## src/rtl/ls161.sv

```systemverilog
// Synchronous 4-bit binary counter with LS161/LS163 clear behaviour.
// The cp pin is sampled on clk; a rising edge of cp advances the counter.
module ls161 #(
    parameter bit         ASYNC_CLEAR = 1'b1,
    parameter logic [3:0] RESET_VALUE = 4'h0
) (
    input  logic       clk,
    input  logic       reset,
    input  logic       cp,
    input  logic       mr_n,
    input  logic       pe_n,
    input  logic       cep,
    input  logic       cet,
    input  logic [3:0] p,
    output logic [3:0] q,
    output logic       tc
);

    logic       cp_q;
    logic       cp_rise;
    logic [3:0] cnt_q;
    logic [3:0] cnt_d;

    assign cp_rise = cp & ~cp_q;

    // LS161 clear bypasses the cp edge; LS163 clear waits for it.
    always_comb begin
        cnt_d = cnt_q;
        if (!mr_n && (ASYNC_CLEAR || cp_rise)) begin
            cnt_d = '0;
        end else if (cp_rise) begin
            if (!pe_n) begin
                cnt_d = p;
            end else if (cep && cet) begin
                cnt_d = cnt_q + 4'd1;
            end
        end
    end

    // cp_q is forced high in reset so a cp held high through release is not an edge.
    always_ff @(posedge clk) begin
        if (reset) begin
            cnt_q <= RESET_VALUE;
            cp_q  <= 1'b1;
        end else begin
            cnt_q <= cnt_d;
            cp_q  <= cp;
        end
    end

    assign q  = cnt_q;
    assign tc = cet & (&cnt_q);

endmodule

```

## config.mk

```make
export PLATFORM = sky130hd
export DESIGN_NAME = ls161
export DESIGN_NICKNAME = d
export VERILOG_FILES = /design/src/rtl/ls161.sv
export SDC_FILE = /design/constraint.sdc
export NUM_CORES = 1
export LEC_CHECK = 0
export CAP_MARGIN = 20
export CELL_PAD_IN_SITES_DETAIL_PLACEMENT = 1
export CELL_PAD_IN_SITES_GLOBAL_PLACEMENT = 1
export CORE_AREA = 2 2 39 41
export CTS_CLUSTER_DIAMETER = 200
export DETAILED_ROUTE_END_ITERATION = 6
export DIE_AREA = 0 0 41 43
export PLACE_DENSITY_LB_ADDON = 0.1
export RECOVER_POWER = 50
export SLEW_MARGIN = 0
export SYNTH_ARGS = -nofsm -noshare
export SYNTH_HDL_FRONTEND = slang
export SYNTH_SLANG_ARGS = --single-unit
```

## constraint.sdc

```tcl
create_clock -name clk -period 1.33 [get_ports clk]
set_clock_uncertainty 0.05 [all_clocks]
set_input_delay 0.1995 -clock clk [delete_from_list [all_inputs] [get_ports clk]]
set_output_delay 0.1995 -clock clk [all_outputs]
set_load 0.02 [all_outputs]
```

# ---- After elaboration in Yosys (flattened, before gate mapping)
# Index checks and enable logic that the tools add are counted.
dict set report classes {
  addsub 1
  eq_ne 1
  muxes 2
  n_bitwise 4
  reduce_logical 4
}
# op count
set ops {}
lappend ops {{2-to-1 mux 4 bit} 2}
lappend ops {{adder 4 x 1 -> 4 bit (second input constant)} 1}
lappend ops {{AND reduction 4 bit} 1}
lappend ops {{bitwise AND 1 bit} 2}
lappend ops {{!= test 2 x 1 -> 1 bit (second input constant)} 1}
lappend ops {{NOT 1 bit} 2}
lappend ops {{AND reduction 2 bit} 1}
lappend ops {{OR reduction 2 bit} 1}
lappend ops {{logical AND 1 bit} 1}
dict set report totals {
  ff_bits 5
  in_bits 11
  out_inout_bits 5
  wordCells 14
}

# ---- Logic depth before layout (Yosys ltp)
dict set report depth {
  ltp_word 3
  depth_mapped 4
}

# ---- Worst setup path after synthesis
# Ideal clock, no wire load.
dict set report synth_timing {
  path_type {reg2reg}
  from {register cnt_q[0] (netlist: q[0])}
  to {register cnt_q[3] (netlist: q[3])}
  setup_time_ns 0.117
  arrival_ns 1.166
  t_required_ns 1.163
  slack_ns -0.004
  stages_incl_launch_ff 4
  cell_sequence {dfxtp_1 -> nand3_1 -> a211o_2 -> a32o_1}
}
dict set report synth_between {
  elab_chain_len 3
}
# element line_no
set synth_lines {}
lappend synth_lines {{from (decl)} 21} ;# logic [3:0] cnt_q;
lappend synth_lines {{from (signal assigned)} 46} ;# cnt_q <= cnt_d;
lappend synth_lines {{adder 4 x 1 -> 4 bit} 35} ;# cnt_d = cnt_q + 4'd1;
lappend synth_lines {{2-to-1 mux 4 bit} 34} ;# end else if (cep && cet) begin
lappend synth_lines {{2-to-1 mux 4 bit} 32} ;# if (!pe_n) begin
# Every way passes these cells. The select of a mux whose other input is x is not followed.
# A chain may end at the register's enable or synchronous reset.

# ---- Final worst setup path
dict set report layout_timing {
  from {register cnt_q[0] (netlist: q[0])}
  to {output port q[0]}
}
# element line_no
set layout_lines {}
lappend layout_lines {{to (decl)} 15} ;# output logic [3:0] q,
# No word-level cell between the ends.

==> results.py <==
metrics = {
    "synthesis": {
        "fraction_of_synthesized_cell_area_taken_by_the_top_area_cell_type": 0.3101,
        "synth.largest_area_cell": "dfxtp_1",
        "synth.lib_cells_used.distinct": 25,
        "synth_seq_area_share": 0.3101,
        "yosys_warnings": 0,
        "yosys_register_bits": 5,
        "syn-num-nets": 47,
        "mean_post_synth_cell_area_um2": 9.223,
        "dominant_cells_by_area_after_synthesis": "dfxtp_1 31%, a21boi_4 5.8%, nand2b_1 5.8%",
        "synthCells": 35,
        "synth.cell_area_um2": 322.8,
    },
    "cts": {
        "hold_buffers": 0,
        "clock_latency_ps": 240,
        "count_of_h_tree_levels_built_during_cts": 1,
        "tritoncts": "done",
        "clk_pin_slew_ps": 50,
        "numCtsBuffers": 3,
        "cts_root_buf": "clkbuf_4",
        "clock_sinks": 5,
        "ctsLongestPathBuffers": 2,
    },
    "run": {
        "drv.max_cap_violation_count": 0,
    },
    "setup_path": {
        "critical_path.reg2reg.startpoint": "cp_q",
        "peak_fanout_along_the_critical_path": 4,
        "timing_worst_setup_path_type": "flop to output port",
        "cp_data_arrival_time_ps": 1040,
        "setup.worst_path.start": "q[0]",
        "ff2ff_setup_slack_ps": 50,
        "setup_crit_start_kind": "flop",
        "critical_path.endpoint_type": "output port",
        "critical_path_required_ps": 1080,
    },
    "sta": {
        "finalHoldWorstSlack_ps": 242.1,
        "slew_headroom": 0.8110,
        "final_hold_viol_count": 0,
        "post-route-min-period_ps": 1285,
        "tns_ps": 0,
        "final-max-slew-violation-count": 0,
        "final.period_utilization": 0.9661,
        "max_freq_ghz": 0.7783,
        "setup_repair_after_global_routing_missed_its_margin": "true",
        "worstMarginPinSlew_ps": 281.0,
        "finalSetupViolations": 0,
    },
    "grt": {
        "groute.usage.overall": 0.1427,
        "first_global_vias": 403,
        "grt.overflow.total": 0,
        "first_pass_grt_wire_length_mm": 1.649,
        "grt_start_max_net_pins": 8,
        "grt_antenna_before_repair": 0,
    },
    "placement": {
        "gp_congestion": 0.7917,
        "dp_hpwl_um": 834.4,
        "buffer_ports.inserted": 15,
    },
    "layout": {
        "multi_input_comb_area_um2": 232.7,
        "final-seq-area_um2": 105.1,
        "antennaDiodeCount": 0,
        "layout_cells_sized_above_1": 0.3750,
        "final_core_util": 0.4512,
        "fin_nets": 77,
        "layout.filler_cells": 162,
        "synthToLayoutAreaGrowth_pct": 93.41,
    },
    "power_and_ir_drop": {
        "vdd.ir_drop.worst_v": 0.0004583,
        "p_leak_uw": 0.0002683,
        "pwr_density_cell_mw_per_mm2": 674.1,
        "total_power_uw": 420.9,
    },
    "drt": {
        "drt_iter0_drc": 2,
        "dr_total_vias": 384,
        "drt-vias-per-instance": 4.800,
        "routed_wirelength_mm": 1.048,
        "drt_pass1_iterations": 2,
        "post_drt_wl_per_cell_um": 13.10,
        "detailed_route_drc_error_count": 0,
        "antenna_violating_nets_post_route": 0,
    },
    "hold_path": {
        "hold_path.startpoint": "cp",
        "hp-class": "primary input to flop",
    },
    "floorplanning": {
        "floorplan.die_area_mm2": 0.001763,
        "start_util": 0.2333,
        "die_width_um": 41,
        "pin_count": 16,
        "core-area_mm2": 0.001384,
        "num_rows": 14,
        "die_h_um": 43,
    },
    "run_status": {
        "status": "finished clean",
    },
}
[cell usage in the layout (no fill, tap or decap), types with 2 or more instances in the layout]
master           count
buf_4                8
dlygate4sd2_1        7
clkdlybuf4s50_1      5
buf_6                4
nand2b_1             3
clkbuf_4             3
dfxtp_1              3
o31ai_1              2
nor2b_1              2
a21oi_1              2
[worst max-delay path, cell delays in order, from the launching register on]
cell           delay [ps]
dfxtp_4               360
buf_6                 110
dlygate4sd2_1         330
[Yosys cell counts]
| cell | count |
|---|---|
| a21boi_4 | 1 |
| inv_1 | 1 |
| o21ai_0 | 1 |
| a211o_1 | 1 |
| and2b_1 | 1 |
| or2b_1 | 1 |
| nor2b_1 | 2 |
| nand2b_1 | 3 |
| or2_2 | 1 |
| a21oi_1 | 3 |
| dfxtp_1 | 5 |
| a211o_2 | 1 |
| and4_1 | 1 |
| buf_6 | 1 |
| nor2_1 | 1 |
| nor3_1 | 1 |
| or4_1 | 1 |
| or3_1 | 1 |
| ha_1 | 1 |
| mux2i_1 | 1 |
| nand3b_1 | 1 |
| a32o_1 | 1 |
| o22ai_1 | 1 |
| nand3_1 | 1 |
| o31ai_1 | 2 |
[layout make-up]
class,count,area share
Timing Repair Buffer,26,0.3788
Multi-Input combinational cell,28,0.3727
Sequential cell,5,0.1683
Clock buffer,4,0.04208
Tap cell,16,0.03206
Inverter,1,0.006012
[worst paths after layout]
kind,end,cells past startpoint
worst max-delay path,q[0],2
worst min-delay path,cp_q,2
worst max register to register,q[0],3
worst min register to register,q[3],2
[timing repair]
action	4_1_cts	5_1_grt
setup buffers	0	0
gates resized for setup	20	5
setup endpoints to repair	8	2
pin swaps	5	0
[flip-flops by register name, indices dropped and copies added, names as in the netlist]
| name | flops |
|---|---|
| q | 4 |
| cp_q | 1 |
[report_power, final]
group | switching, µW | internal (µW) | total, µW | leakage, µW
clock network | 70.1 | 114 | 184 | 0.0000150
registers | 1.17 | 151 | 152 | 0.0000419
logic | 32.5 | 52.1 | 84.6 | 0.000211
total | 104 | 317 | 421 | 0.000268
[logic make-up after synthesis]
logic type | synth area share
AND/OR/NAND/NOR | 0.2985
AO/OA/AOI/OAI | 0.2752
flip-flops | 0.3101
buffers and inverters | 0.04650
multiplexers | 0.03101
adder cells (fa/ha/maj) | 0.03875
[layer usage]
metal	vias to the layer above	global-route usage	part of all wire
li1	190	-	-
met1	184	0.1516	0.41
met2	8	0.2313	0.53
met3	2	0.03141	0.040
met4	0	0.1000	0.011
met5	-	0	0
[per-stage QoR]
step	area, µm²	std cells	setup slack, ps
after floorplan	324.1	35	7.627
after global placement	565.5	76	-368.5
after detailed placement	565.5	76	-387.2
after CTS	601.8	80	1.396
after global routing	624.3	80	-8.219
final	624.3	80	45.12
(Power assumes the default switching activity.)
